==> src/rtl/chu_pad_param.sv <==
`default_nettype none
// ============================================================================
// Module   : chu_pad_param
// Brief    : Merkle-Damgard padding engine; frames words into padded blocks.
// Revision : 1.0 - initial release
// ============================================================================
module chu_pad_param #(
    parameter int WORD_W      = 32,
    parameter int BLOCK_WORDS = 16,
    parameter int LEN_W       = 64,
    parameter int CNT_W       = 16,
    localparam int NB_W       = (WORD_W / 8 > 1) ? $clog2(WORD_W / 8) : 1
) (
    input  logic                          sys_clk,
    input  logic                          sys_reset,
    input  logic                          val,
    input  logic                          sop,
    input  logic                          eop,
    input  logic [WORD_W-1:0]             data,
    input  logic [NB_W-1:0]               nbytes,
    input  logic                          alg,
    output logic                          in_rdy,
    output logic [WORD_W*BLOCK_WORDS-1:0] blk,
    output logic                          blk_val,
    output logic                          blk_last,
    input  logic                          blk_rdy,
    output logic [CNT_W-1:0]              mes_cnt,
    output logic                          err
);

    localparam int c_nbytes = WORD_W / 8;
    localparam int c_lw     = LEN_W / WORD_W;
    localparam int c_widx_w = $clog2(BLOCK_WORDS + 1);
    localparam logic [c_widx_w-1:0] c_widx_one = c_widx_w'(1);

    if ((WORD_W % 8) != 0 || WORD_W < 8) begin : g_bad_word_w
        $error("chu_pad_param: WORD_W must be a multiple of 8 and at least 8");
    end
    if ((LEN_W % WORD_W) != 0 || c_lw > BLOCK_WORDS - 1) begin : g_bad_len_w
        $error("chu_pad_param: LEN_W must be a multiple of WORD_W and fit in a block");
    end

    typedef enum logic [2:0] {
        S_IDLE = 3'd0,
        S_FILL = 3'd1,
        S_MARK = 3'd2,
        S_LEN  = 3'd3,
        S_EMIT = 3'd4
    } state_t;

    state_t                r_state;
    state_t                r_after;
    logic [WORD_W-1:0]     r_buf [BLOCK_WORDS];
    logic [c_widx_w-1:0]   r_widx;
    logic [LEN_W-1:0]      r_len;
    logic                  r_alg;
    logic                  r_last;
    logic [CNT_W-1:0]      r_mes_cnt;
    logic                  r_err;

    state_t                w_state_nx;
    state_t                w_after_nx;
    logic [WORD_W-1:0]     w_buf_nx [BLOCK_WORDS];
    logic [c_widx_w-1:0]   w_widx_nx;
    logic [LEN_W-1:0]      w_len_nx;
    logic                  w_alg_nx;
    logic                  w_last_nx;
    logic [CNT_W-1:0]      w_cnt_nx;
    logic                  w_err_nx;
    logic [c_widx_w-1:0]   w_idx;
    logic [WORD_W-1:0]     w_word;
    logic                  w_partial;
    logic                  w_pad_here;

    // Keeps the first n bytes, puts the 0x80 marker in byte n and zeroes the rest.
    // With n = 0 this yields the stand-alone marker word.
    function automatic logic [WORD_W-1:0] f_pad_word(input logic [WORD_W-1:0] d,
                                                     input int n,
                                                     input logic le);
        logic [WORD_W-1:0] w;
        int                p;
        w = '0;
        for (int k = 0; k < c_nbytes; k++) begin
            p = le ? 8 * k : 8 * (c_nbytes - 1 - k);
            if (k < n) begin
                w[p +: 8] = d[p +: 8];
            end else if (k == n) begin
                w[p +: 8] = 8'h80;
            end
        end
        return w;
    endfunction

    // Word j of the length trailer: most significant word first for big-endian.
    function automatic logic [WORD_W-1:0] f_len_word(input logic [LEN_W-1:0] len,
                                                     input int j,
                                                     input logic le);
        return le ? len[j * WORD_W +: WORD_W] : len[(c_lw - 1 - j) * WORD_W +: WORD_W];
    endfunction

    always_comb begin
        w_state_nx = r_state;
        w_after_nx = r_after;
        w_buf_nx   = r_buf;
        w_widx_nx  = r_widx;
        w_len_nx   = r_len;
        w_alg_nx   = r_alg;
        w_last_nx  = r_last;
        w_cnt_nx   = r_mes_cnt;
        w_err_nx   = 1'b0;
        w_idx      = r_widx;
        w_word     = data;
        w_partial  = (nbytes != '0) && (int'(nbytes) < c_nbytes);
        w_pad_here = eop && w_partial;

        case (r_state)
            S_IDLE, S_FILL: begin
                if (val) begin
                    if (r_state == S_IDLE && !sop) begin
                        w_err_nx = 1'b1;
                    end else begin
                        // A sop always opens a fresh message; inside FILL it aborts the old one.
                        if (sop) begin
                            if (r_state == S_FILL) begin
                                w_err_nx = 1'b1;
                            end
                            for (int i = 0; i < BLOCK_WORDS; i++) begin
                                w_buf_nx[i] = '0;
                            end
                            w_idx    = '0;
                            w_len_nx = '0;
                            w_alg_nx = alg;
                        end
                        w_word   = w_pad_here ? f_pad_word(data, int'(nbytes), w_alg_nx) : data;
                        w_len_nx = w_len_nx + (w_pad_here ? (LEN_W'(nbytes) << 3) : LEN_W'(WORD_W));
                        for (int i = 0; i < BLOCK_WORDS; i++) begin
                            if (i == int'(w_idx)) begin
                                w_buf_nx[i] = w_word;
                            end
                        end
                        w_widx_nx = w_idx + c_widx_one;
                        if (w_pad_here) begin
                            w_state_nx = S_LEN;
                        end else if (int'(w_idx) == BLOCK_WORDS - 1) begin
                            w_state_nx = S_EMIT;
                            w_last_nx  = 1'b0;
                            w_after_nx = eop ? S_MARK : S_FILL;
                        end else begin
                            w_state_nx = eop ? S_MARK : S_FILL;
                        end
                    end
                end
            end

            S_MARK: begin
                for (int i = 0; i < BLOCK_WORDS; i++) begin
                    if (i == int'(r_widx)) begin
                        w_buf_nx[i] = f_pad_word('0, 0, r_alg);
                    end
                end
                w_widx_nx  = r_widx + c_widx_one;
                w_state_nx = S_LEN;
            end

            S_LEN: begin
                w_state_nx = S_EMIT;
                if (int'(r_widx) <= BLOCK_WORDS - c_lw) begin
                    for (int j = 0; j < c_lw; j++) begin
                        w_buf_nx[BLOCK_WORDS - c_lw + j] = f_len_word(r_len, j, r_alg);
                    end
                    w_last_nx = 1'b1;
                end else begin
                    // No room for the trailer: ship this block and put it in an all-zero one.
                    w_last_nx  = 1'b0;
                    w_after_nx = S_LEN;
                end
            end

            S_EMIT: begin
                if (blk_rdy) begin
                    for (int i = 0; i < BLOCK_WORDS; i++) begin
                        w_buf_nx[i] = '0;
                    end
                    w_widx_nx = '0;
                    if (r_last) begin
                        w_cnt_nx   = r_mes_cnt + CNT_W'(1);
                        w_last_nx  = 1'b0;
                        w_state_nx = S_IDLE;
                    end else begin
                        w_state_nx = r_after;
                    end
                end
            end

            default: begin
                w_state_nx = S_IDLE;
            end
        endcase
    end

    always_ff @(posedge sys_clk or negedge sys_reset) begin
        if (!sys_reset) begin
            r_state   <= S_IDLE;
            r_after   <= S_IDLE;
            for (int i = 0; i < BLOCK_WORDS; i++) begin
                r_buf[i] <= '0;
            end
            r_widx    <= '0;
            r_len     <= '0;
            r_alg     <= 1'b0;
            r_last    <= 1'b0;
            r_mes_cnt <= '0;
            r_err     <= 1'b0;
        end else begin
            r_state   <= w_state_nx;
            r_after   <= w_after_nx;
            r_buf     <= w_buf_nx;
            r_widx    <= w_widx_nx;
            r_len     <= w_len_nx;
            r_alg     <= w_alg_nx;
            r_last    <= w_last_nx;
            r_mes_cnt <= w_cnt_nx;
            r_err     <= w_err_nx;
        end
    end

    for (genvar gi = 0; gi < BLOCK_WORDS; gi++) begin : g_blk
        assign blk[gi * WORD_W +: WORD_W] = r_buf[gi];
    end

    assign in_rdy   = (r_state == S_IDLE) || (r_state == S_FILL);
    assign blk_val  = (r_state == S_EMIT);
    assign blk_last = r_last;
    assign mes_cnt  = r_mes_cnt;
    assign err      = r_err;

endmodule
`default_nettype wire

==> config.mk <==
export PLATFORM = sky130hd
export DESIGN_NAME = chu_pad_param
export DESIGN_NICKNAME = d
export VERILOG_FILES = /design/src/rtl/chu_pad_param.sv
export SDC_FILE = /design/constraint.sdc
export NUM_CORES = 1
export LEC_CHECK = 0
export ABC_CLOCK_PERIOD_IN_PS = 2100
export BUFFER_PORTS_ARGS = -buffer_cell sky130_fd_sc_hd__buf_2
export CAP_MARGIN = 20
export CORE_AREA = 2 2 300 302
export CTS_CLUSTER_DIAMETER = 100
export CTS_CLUSTER_SIZE = 14
export DETAILED_ROUTE_END_ITERATION = 10
export DIE_AREA = 0 0 302 304
export GPL_TIMING_DRIVEN = 0
export PLACE_DENSITY = 0.58
export SKIP_LAST_GASP = 1
export SLEW_MARGIN = 10
export SYNTH_ARGS = -nofsm -noshare
export SYNTH_HDL_FRONTEND = slang
export SYNTH_SLANG_ARGS = --single-unit
==> constraint.sdc <==
create_clock -name sys_clk -period 2.1 [get_ports sys_clk]
set_clock_uncertainty 0.15 [all_clocks]
set_input_delay 0.105 -clock sys_clk [delete_from_list [all_inputs] [get_ports sys_clk]]
set_output_delay 0.105 -clock sys_clk [all_outputs]
set_load 0.05 [all_outputs]
### After elaboration in Yosys (flattened, before gate mapping)

Cells that the tools add are included.
W data, S select, Z words.

| operators by class | value |
|---|---|
| order comparisons | 4 |
| shift operators | 16 |
| muxes and demuxes | 111 |
| reductions and logical operators | 36 |
| eq/ne operators | 77 |
| bitwise operators | 4 |
| add/sub/neg operators | 9 |

Operators by type and width:

| operator | number |
|---|---|
| $mux W512 | 4 |
| $mux W32 | 51 |
| $pmux W448 S3 | 1 |
| $mux W64 | 5 |
| $pmux W64 S4 | 1 |
| $neg A5 Y33 | 5 |
| $shift A8 B33 Y32 const A | 5 |
| $shiftx A8 B33 Y32 const A | 5 |
| $bwmux W32 | 5 |
| $shiftx A8 B33 Y32 | 3 |
| $and A32 B32 Y32 | 3 |
| $reduce_and A6 Y1 | 16 |
| $shiftx A32 B6 Y8 | 3 |
| $eq A5 B5 Y1 const A | 16 |
| $add A64 B6 Y64 | 1 |
| $mux W5 | 12 |
| $ne A3 B3 Y1 const B | 16 |
| $ne A2 B2 Y1 const B | 22 |
| $eq A4 B5 Y1 const A | 8 |
| $mux W3 | 11 |
| $eq A3 B5 Y1 const A | 4 |
| $add A16 B1 Y16 const B | 1 |
| $mux W1 | 15 |
| $pmux W5 S3 | 1 |
| other kinds (31) | 43 |

| storage, ports and cells | value |
|---|---|
| bits of input ports | 41 |
| bits in registers | 606 |

### Depth between registers and ports, before layout

| logic depth | value |
|---|---|
| depth in word-level cells | 33 |
| gate-level depth with buffers | 13 |

### Worst setup path before layout

Ideal clock, no wire load.

| timing path | value |
|---|---|
| kind | in2reg |
| start | input sop |
| end | register r_len[30] |
| path slack | -0.724 ns |
| arrival time | 2.550 ns |
| path buffers | 4 |
| stages on the path | 11 |
| setup time | 0.124 ns |
| cell sequence | buf_4 > buf_6 > clkbuf_1 > clkbuf_1 > nor2b_1 > ha_1 > a21oi_1 > a2111oi_4 > and3_1 > nand4_1 > xor2_1 |

| on the way | value |
|---|---|
| word-level cells in the longest chain between the ends | 5 |

RTL lines:

| what | line | source |
|---|---|---|
| start, declared | 17 | `input logic sop,` |
| $mux W64 | 123 | `if (sop) begin` |
| $mux W64 | 119 | `if (r_state == S_IDLE && !sop) begin` |
| $mux W64 | 118 | `if (val) begin` |
| $mux W64 | 116 | `case (r_state)` |
| $add A64 B6 Y64 | 135 | `w_len_nx = w_len_nx + (w_pad_here ? (LEN_W'(nbytes) << 3) : LEN_W'(WORD_W));` |
| end signal, assigned | 219 | `r_len <= w_len_nx;` |
| end, declared | 55 | `logic [LEN_W-1:0] r_len;` |

Parallel ways exist; a longest one is shown, timed or not. The select of a mux whose other input is x is not followed.
A chain may end at the register's enable or synchronous reset.

### Worst setup path in the final report

| timing path | value |
|---|---|
| start | input sop |
| end | register r_len[51] |

Same word-level chain as after synthesis.

==> results.md <==
- Htree depth: 2
- Vias in the first global route: 24600
- Std cell rows: 110
- Via-to-Cell Ratio: 5.60
- Synthesis-stage register bit count: 602
- P_leak: 0.0220 uW
- DR WL/cell: 29.8 um
- Crit Path Category: in -> reg
- Startpoint Class: input port
- Final setup margin: -330 ps
- Slew @ Worst Pin: 1110 ps
- Worst-Skew Late Latency: 610 ps
- Final Hold Vio Count: 0
- Buffers on Ports: 571
- Global-route wire length before repair: 178000 um
- Design area: 48300 sq um
- Drt drc: 0
- Initial drt markers: 2263
- Max FO, Critical Path: 10
- Worst-case clock buffer depth: 3
- Global route total overflow: 0
- Outcome: finished, violations left
- Period utilization: 1.16
- HPWL after DPL: 88000 um
- Register area share after synthesis: 0.573
- Initial Utilization: 0.295
- Die H: 304 um
- Dpl cell area: 31500 sq um
- Failing checks: setup timing
- Clock-pin slew on the worst setup and hold paths: 70 ps
- Die X: 302 um
- Nets: 3606
- Post-Route WL: 142000 um
- TritonRoute pass-1 iters: 6
- Antenna-violating nets left: 0
- # IOs: 573
- Setup repair after global routing missed its margin: true
- Setup TNS: -99260 ps
- Post-synth EDFFs: 0
- CTS Buf Count: 51
- Syn_area_per_cell: 10.4 sq um
- Post-synth ARST share: 1.00
- Core area: 89000 sq um
- Power Density: 1470 nW/um^2
- Worst setup EP type: flip-flop
- Mapped Cells: 2530
- Area added between synthesis and finish: 83.7%
- Max Slew Vio Count: 0
- Peak supply drop: 1.36 mV
- # setup viols final: 575
- Placement Setup Slack: -1560 ps
- Num Clock Sinks: 602
- Largest net degree at the start of global routing: 101
- Min-delay worst type: in -> reg
- CP arrival: 2770 ps
- Max cap viols: 0
- Required time of the critical path: 2440 ps
- Synthesized Nets: 2577
- Gr usage total: 0.265
- Vias: 26600
- Netlist cell types: 72
- Hold Path Cell Cnt: 6
- Die area: 91800 sq um
- Slew headroom: 0.262
- Antenna violations before repair: 9
- TritonCTS clock tree: yes
- Tot Pwr: 70900 uW
- Clk root buf: clkbuf_16
- Layout cell share with drive strength beyond 1: 0.631
- Fin util: 0.543
- Routability congestion estimate from global placement: 0.885
- Cell area after synthesis: 26300 sq um
- Syn. warnings: 0
- Worst reg2reg path depth: 11
- Dominant register cell in the synthesized netlist: dfrtp_1
- Fmax: 412 MHz
- Min Clock Period, post-route: 2430 ps
sequential cells by signal, indices dropped and copies added (netlist names):
register  count
r_len        61
r_state       3
r_after       2
blk         512
blk_last      1
r_alg         1
err           1
mes_cnt      16
r_widx        5
placed cells by master (no fill, tap or decap), drive strengths merged, types with 17 or more instances in the layout:
master / Yosys / layout
nor2: 75 / 75
o221ai: 27 / 27
mux2i: 65 / 65
nand2: 590 / 590
o31ai: 407 / 407
o21ai: 79 / 79
nand4: 19 / 19
clkbuf: 156 / 201
inv: 17 / 17
o21a: 31 / 31
dlygate4sd3: 0 / 37
nor3: 20 / 20
buf: 66 / 1013
a21oi: 50 / 50
xor2: 32 / 32
o22ai: 24 / 25
xnor2: 41 / 41
nand3: 46 / 46
dfrtp: 602 / 602
mux2: 30 / 30
cells in the mapped netlist, types with 10 or more instances:
| master | number | area [sq um] |
|---|---|---|
| nand2b_1 | 10 | 62.6 |
| mux2i_1 | 65 | 651 |
| xnor2_1 | 41 | 359 |
| a21oi_1 | 50 | 250 |
| o21ai_1 | 21 | 105 |
| o22ai_2 | 10 | 125 |
| xor2_1 | 32 | 280 |
| nand2_1 | 589 | 2210 |
| nand3_1 | 46 | 230 |
| inv_1 | 16 | 60.1 |
| o22ai_1 | 14 | 87.6 |
| o31ai_1 | 407 | 3060 |
| mux2_2 | 30 | 338 |
| nor3_1 | 17 | 85.1 |
| buf_2 | 54 | 270 |
| nor2_1 | 75 | 282 |
| o221ai_1 | 27 | 236 |
| nor2b_1 | 10 | 62.6 |
| o21ai_0 | 58 | 290 |
| o21a_1 | 31 | 233 |
| o2bb2ai_1 | 14 | 123 |
| nand4_1 | 19 | 119 |
| dfrtp_1 | 602 | 15100 |
| and2_1 | 10 | 62.6 |
| clkbuf_1 | 155 | 582 |
report_power, final:
group / internal (uW) / switching [uW]
sequential: 13400 / 1600
clock: 4520 / 4650
combinational: 19000 / 27700
timing repair:
| action | 4_1_cts | 5_1_grt |
|---|---|---|
| resized for setup | 790 | 1711 |
| hold buffers | 38 | 0 |
| setup endpoints to repair | 596 | 669 |
| cloned | 37 | 71 |
| endpoints found under the hold margin | 568 | 0 |
| pin swaps | 101 | 495 |
| buffers inserted | 140 | 131 |
layout make-up:
cell class,instances,area (sq um)
fill,7187,40700
multi-input combinational,1688,18300
sequential,602,15100
timing repair buffer,995,8960
buffer,202,3020
tap,1176,1470
clock buffer,54,1300
clock inverter,8,110
inverter,19,88.8
antenna,3,7.51
worst max-delay path, cell delays in order:
cell	delay, ps
buf_4	190
buf_12	190
buf_8	170
clkbuf_8	220
buf_8	180
nor2b_4	60
ha_4	160
fa_2	330
a21o_1	210
and4b_2	280
nand4_1	160
buf_4	160
buf_8	140
nor2_1	60
xnor2_1	120
cells by family after synthesis:
| kind of cell | count (synthesis) | synth area share |
|---|---|---|
| compound gates | 666 | 0.183 |
| xor+xnor | 73 | 0.0243 |
| fa+ha+maj | 6 | 0.00314 |
| buf+inv | 241 | 0.0380 |
| flops | 602 | 0.573 |
| mux | 95 | 0.0376 |
| simple gates | 847 | 0.141 |
metrics by stage:
stage / hold WS, ps / cells
after floorplan: -341 / 2530
after global placement: 220 / 4277
after detailed placement: -141 / 4297
after CTS: 44.8 / 4563
after global routing: 60.5 / 4747
final: 93.8 / 4747
final timing paths:
kind	end	from	slack, ps
max reg2reg	blk[401]	r_state[1]	-320
max in group asynchronous	blk[139]	sys_reset	200
min	blk[487]	data[7]	90
max	r_len[51]	sop	-330
min reg2reg	mes_cnt[15]	mes_cnt[15]	320
min in group asynchronous	blk[473]	sys_reset	470
layer usage:
layer  up-vias  global-route usage  wire (um)
met2      1219               0.454      70200
met4        12               0.102       9450
li1      11200                   -          -
met5         -                   0         65
met3       427              0.0552       9810
met1     13800               0.324      52000
Power figures use the tool's default switching activity.
